--- src/rtl/cache_tag_pkg.sv ---
// Shared definitions for the direct-mapped cache tag controller.
//
// Contents:
//   DEF_AWIDTH / DEF_DWIDTH : default index width and tag RAM word width
//   state_t                 : controller state encoding
//   valid_pos()             : bit position of the valid flag in a tag word
package cache_tag_pkg;

    localparam int DEF_AWIDTH = 3;
    localparam int DEF_DWIDTH = 7;

    typedef enum logic [2:0] {
        ST_FLUSH  = 3'd0,
        ST_IDLE   = 3'd1,
        ST_CMP    = 3'd2,
        ST_REFILL = 3'd3,
        ST_WRITE  = 3'd4
    } state_t;

    // The valid flag is the MSB of a tag word; the tag occupies the rest.
    function automatic int valid_pos(input int dwidth);
        return dwidth - 1;
    endfunction

endpackage

--- src/rtl/cache_tag_match.sv ---
// Combinational valid + tag comparator for one way.
//
// Ports:
//   entry  in  DWIDTH    stored tag word {valid, tag}
//   tag    in  DWIDTH-1  request tag
//   hit    out 1         entry is valid and its tag equals the request tag
module cache_tag_match
    import cache_tag_pkg::*;
#(
    parameter int DWIDTH = DEF_DWIDTH
) (
    input  logic [DWIDTH-1:0] entry,
    input  logic [DWIDTH-2:0] tag,
    output logic              hit
);

    always_comb begin
        hit = entry[valid_pos(DWIDTH)] && (entry[DWIDTH-2:0] == tag);
    end

endmodule

--- src/rtl/cache_tag_ctrl.sv ---
// Direct-mapped cache tag controller. Drives an external synchronous-read
// tag RAM, answers lookups with hit/miss, runs a refill handshake on a miss
// and writes the new tag back. Invalidates every entry after reset or when
// flush is requested.
//
// Ports:
//   clock, reset               sole clock; synchronous active-high reset
//   req_valid/req_ready/req_addr  lookup request, req_addr = {tag, index}
//   resp_valid/resp_hit/resp_index one-cycle registered response
//   refill_req/refill_addr/refill_ack miss refill handshake
//   flush                      invalidate-all request (honoured in IDLE)
//   busy                       controller not in IDLE
//   tag_addr/tag_we/tag_din    to tag RAM
//   tag_dout                   from tag RAM, for the previous cycle's address
module cache_tag_ctrl
    import cache_tag_pkg::*;
#(
    parameter int AWIDTH = DEF_AWIDTH,
    parameter int DWIDTH = DEF_DWIDTH,
    localparam int TWIDTH = DWIDTH - 1
) (
    input  logic                     clock,
    input  logic                     reset,
    input  logic                     req_valid,
    output logic                     req_ready,
    input  logic [AWIDTH+TWIDTH-1:0] req_addr,
    output logic                     resp_valid,
    output logic                     resp_hit,
    output logic [AWIDTH-1:0]        resp_index,
    output logic                     refill_req,
    output logic [AWIDTH+TWIDTH-1:0] refill_addr,
    input  logic                     refill_ack,
    input  logic                     flush,
    output logic                     busy,
    output logic [AWIDTH-1:0]        tag_addr,
    output logic                     tag_we,
    output logic [DWIDTH-1:0]        tag_din,
    input  logic [DWIDTH-1:0]        tag_dout
);

    state_t                     state_q, state_d;
    logic [AWIDTH-1:0]          cnt_q, cnt_d;
    logic [AWIDTH+TWIDTH-1:0]   req_q, req_d;
    logic                       resp_valid_q, resp_valid_d;
    logic                       resp_hit_q, resp_hit_d;
    logic [AWIDTH-1:0]          resp_index_q, resp_index_d;

    logic [AWIDTH-1:0]          req_index;
    logic [TWIDTH-1:0]          req_tag;
    logic                       hit;

    assign req_index = req_q[AWIDTH-1:0];
    assign req_tag   = req_q[AWIDTH+TWIDTH-1:AWIDTH];

    cache_tag_match #(
        .DWIDTH (DWIDTH)
    ) u_match (
        .entry (tag_dout),
        .tag   (req_tag),
        .hit   (hit)
    );

    always_comb begin
        state_d      = state_q;
        cnt_d        = cnt_q;
        req_d        = req_q;
        resp_valid_d = 1'b0;
        resp_hit_d   = resp_hit_q;
        resp_index_d = resp_index_q;
        req_ready    = 1'b0;
        refill_req   = 1'b0;
        tag_we       = 1'b0;
        tag_addr     = req_index;
        tag_din      = '0;

        case (state_q)
            ST_FLUSH: begin
                tag_we   = 1'b1;
                tag_addr = cnt_q;
                cnt_d    = cnt_q + AWIDTH'(1);
                if (cnt_q == {AWIDTH{1'b1}}) begin
                    state_d = ST_IDLE;
                end
            end
            ST_IDLE: begin
                req_ready = !flush;
                // Present the incoming index now so the RAM latches it at
                // the accept edge and the data is ready during CMP.
                tag_addr  = req_addr[AWIDTH-1:0];
                if (flush) begin
                    state_d = ST_FLUSH;
                    cnt_d   = '0;
                end else if (req_valid) begin
                    req_d   = req_addr;
                    state_d = ST_CMP;
                end
            end
            ST_CMP: begin
                if (hit) begin
                    resp_valid_d = 1'b1;
                    resp_hit_d   = 1'b1;
                    resp_index_d = req_index;
                    state_d      = ST_IDLE;
                end else begin
                    state_d = ST_REFILL;
                end
            end
            ST_REFILL: begin
                refill_req = 1'b1;
                if (refill_ack) begin
                    state_d = ST_WRITE;
                end
            end
            ST_WRITE: begin
                tag_we       = 1'b1;
                tag_din      = {1'b1, req_tag};
                resp_valid_d = 1'b1;
                resp_hit_d   = 1'b0;
                resp_index_d = req_index;
                state_d      = ST_IDLE;
            end
            default: begin
                state_d = ST_FLUSH;
                cnt_d   = '0;
            end
        endcase
    end

    always_ff @(posedge clock) begin
        if (reset) begin
            state_q      <= ST_FLUSH;
            cnt_q        <= '0;
            req_q        <= '0;
            resp_valid_q <= 1'b0;
            resp_hit_q   <= 1'b0;
            resp_index_q <= '0;
        end else begin
            state_q      <= state_d;
            cnt_q        <= cnt_d;
            req_q        <= req_d;
            resp_valid_q <= resp_valid_d;
            resp_hit_q   <= resp_hit_d;
            resp_index_q <= resp_index_d;
        end
    end

    assign resp_valid  = resp_valid_q;
    assign resp_hit    = resp_hit_q;
    assign resp_index  = resp_index_q;
    assign refill_addr = req_q;
    assign busy        = (state_q != ST_IDLE);

endmodule
--- config.mk ---
export PLATFORM = sky130hd
export DESIGN_NAME = cache_tag_ctrl
export DESIGN_NICKNAME = d
export VERILOG_FILES = /design/src/rtl/cache_tag_pkg.sv /design/src/rtl/cache_tag_match.sv /design/src/rtl/cache_tag_ctrl.sv
export SDC_FILE = /design/constraint.sdc
export NUM_CORES = 1
export LEC_CHECK = 0
export ABC_CLOCK_PERIOD_IN_PS = 1600
export BUFFER_PORTS_ARGS = -buffer_cell sky130_fd_sc_hd__buf_2
export CAP_MARGIN = 15
export CORE_MARGIN = 8
export CORE_UTILIZATION = 40
export CTS_CLUSTER_DIAMETER = 30
export DETAILED_ROUTE_END_ITERATION = 10
export PLACE_DENSITY = 0.82
export SKIP_CTS_REPAIR_TIMING = 1
export SLEW_MARGIN = 10
export SYNTH_ARGS = -nofsm -noshare
export SYNTH_HDL_FRONTEND = slang
export SYNTH_SLANG_ARGS = --single-unit
export TNS_END_PERCENT = 30
--- constraint.sdc ---
create_clock -name clock -period 1.6 [get_ports clock]
set_clock_uncertainty 0.15 [all_clocks]
set_input_delay 0.08 -clock clock [delete_from_list [all_inputs] [get_ports clock]]
set_output_delay 0.08 -clock clock [all_outputs]
set_load 0.05 [all_outputs]
==> qor.csv <==
stage,metric,value,unit
outcome,status,"finished, violations left",
outcome,violations,negative setup slack,
min_path,min_path_cells,5,
synth,muxShareOfSynthArea,6.91,%
critical_path,reg2reg_to,state_q[1],
clock_tree,cts.path.max_buffers,2,
synth,synth_top_family_by_area,simple AND/OR/NAND/NOR gates,
sta,fmaxAchievable,608,MHz
synth,synth-compound-area-share,15.3,%
clock_tree,path_clk_slew,120,ps
global_route,grt_max_degree,17,
placement,gp_congestion,0.843,
clock_tree,clock_sinks,20,
sta,layout_setup_ws,-44.6,ps
placement,pre_cts_ws,-99.8,ps
global_route,antenna_found_initial,0,
synth,synth_area,1010,sq um
sta,worstMarginPinSlew,529,ps
critical_path,r2r_slack,-40,ps
drt,ant_nets,0,
placement,dp_hpwl,2570,um
drt,first_iter_violations,116,
cells_and_area,drive_above_1_share,43.4,%
die,die-area,4400,sq um
sta,setup_viol,5,
synth,ys_types,30,
synth,ys_seq_area_share,39.5,%
die,die_h,66.3,um
synth,ys.flop_type,dfxtp_1,
synth,synth_area_leader_cell,dfxtp_1,
critical_path,critPathMaxFanout,3,
min_path,hp-class,input port to flop,
clock_tree,htreeDepth,1,
synth,synth-async-reset-ratio,0,%
critical_path,reg2reg_from,refill_addr[3],
global_route,grt_pass1_vias,1158,
clock_tree,clk_latency,310,ps
synth,syn_avg_cell_area,7.98,sq um
die,die_w,66.3,um
die,core_area,2430,sq um
die,row_count,18,
die,num_io_pins,49,
synth,synth_adder_area_share,2.47,%
sta,period_share,103,%
synth,yosys.area.top_type_share,39.5,%
critical_path,reg2regPathDepth,5,
clock_tree,ctsRootBufferMaster,clkbuf_4,
synth,synthSimpleGateAreaFrac,28.0,%
cells_and_area,final_cell_mix,"36 x buf_2, 19 x buf_4, 17 x nand2_1",
critical_path,path_class,flop to flop,
power,leakage,0.000782,uW
sta,hold_viol_final,0,
critical_path,cp.arrival,1700,ps
sta,period_minus_slack,1640,ps
min_path,hp-start,tag_dout[3],
clock_tree,numCtsBuffers,3,
power,powerDensity,584,nW/um^2
critical_path,cp.required,1660,ps
cells_and_area,num_antenna_cells,0,
drt,wl,3770,um
flow_run,maxCapViolCount,0,
power,peakVddDrop,0.000362,V
sta,rsz0062_at_grt,true,
sta,slew_headroom,64.7,%
synth,synth_edf_count,0,
critical_path,crit_slowest_cell,dfxtp_4,
sta,tns,-173,ps
sta,slew_viol_final,0,
min_path,min_to,resp_hit,
synth,ys_warn_count,0,
global_route,grt_use_total,15.2,%
synth,synth_xor_area_share,2.59,%
clock_tree,cts_tree,done,
critical_path,critPathCaptureType,flop,
cells_and_area,syn_to_final_growth,62.0,%
synth,synth_cells,127,
cells_and_area,final_common_cell,buf_2,
drt,drc,0,
placement,port_buffers,48,
critical_path,crit_path_start_kind,flop,
global_route,grt.overflow.total,0,
drt,drt_first_pass_iters,6,
synth,yosys-top-cells-area,"dfxtp_1 40%, mux2i_1 6.9%, nand2_1 6.7%",
drt,via_count,1231,
drt,viasPerCell,5.45,
synth,syn_nets,150,
die,initial_core_util,41.7,%
cells_and_area,nNetsFinal,220,
critical_path,cp_slowest_stage_delay,370,ps
cells_and_area,fill_cells,182,
critical_path,crit_chain,inv_2 > a222oi_1 > and4b_2 > nor2b_1 > o311a_1,
synth,synth-seq-cells,20,
drt,avgRoutedWirePerCell,16.7,um
global_route,grt_pass1_wl,5210,um
[final cells by class]
| class | instances | area [sq um] | area share (%) |
|---|---|---|---|
| multi-input cells | 94 | 617 | 37.6 |
| repair buffers | 72 | 507 | 30.9 |
| flip-flops and latches | 20 | 418 | 25.5 |
| well taps | 30 | 37.5 | 2.29 |
| clock buffers | 4 | 36.3 | 2.21 |
| inverters | 6 | 26.3 | 1.60 |
[routing by layer]
metal / track usage [%] / vias to the layer above / wire, um
li1: - / 576 / -
met1: 14.2 / 583 / 1360
met2: 28.6 / 55 / 2030
met3: 2.37 / 17 / 205
met4: 11.5 / 0 / 172
met5: 0 / - / 0
[per-stage QoR]
step	instances	hold WS, ps	power [uW]	util (%)	area, sq um
floorplan	127	67.2	593	-	1050
global placement	207	178	634	55.9	1360
detailed placement	207	189	639	55.9	1360
CTS	211	-144	930	57.4	1400
global route	226	298	998	67.5	1640
finish	226	266	959	67.5	1640
[worst max-delay path, delay by kind of cell, from the launching register on]
kind,cells,cell delay [ps]
compound gates,2,600
simple gates,2,380
flops,1,370
buf+inv,1,40
[synth_stat cells, types with 2 or more instances]
master and instances:
a22oi_1 3, nand2_1 18, buf_2 3, nor3_1 2, and3_1 5, nor2_1 14, nor2_2 2, dfxtp_1 20
clkbuf_1 4, mux2i_1 7, ha_1 2, a21oi_1 12, nand3_1 9, nor2b_1 2, inv_1 6, xor2_1 2
nand2b_1 3
[worst max-delay path by stage]
stage | slack, ps | endpoint | from
4_1_cts | -250 | req_ready | state_q[1]
6_report | -40 | state_q[1] | refill_addr[3]
3_5_place_dp | -100 | state_q[1] | refill_addr[3]
5_1_grt | -130 | tag_addr[2] | state_q[1]
3_3_place_gp | -2 | state_q[1] | refill_addr[3]
2_1_floorplan | -190 | tag_addr[0] | state_q[2]
[logic make-up (layout without fill, tap and decap cells)]
kind of cell               after synthesis  in the layout
and+or+nand+nor                         59             59
AOI/OAI and AO/OA                       23             23
DFF                                     20             20
buffers and inverters                   13             82
muxes                                    7              7
xor gates and xnor gates                 3              3
adders and majority gates                2              2
[where the power goes]
part	internal (uW)	switching, uW	total, uW
combinational	69.0	81.3	150
clock	139	163	302
sequential	500	6.20	507
[sequential cells by signal, summed over array words and instances (netlist names)]
name / count
resp_index: 3
state_q: 3
resp_hit: 1
resp_valid: 1
refill_addr: 9
cnt_q: 3
Power figures use the tool's default switching activity.
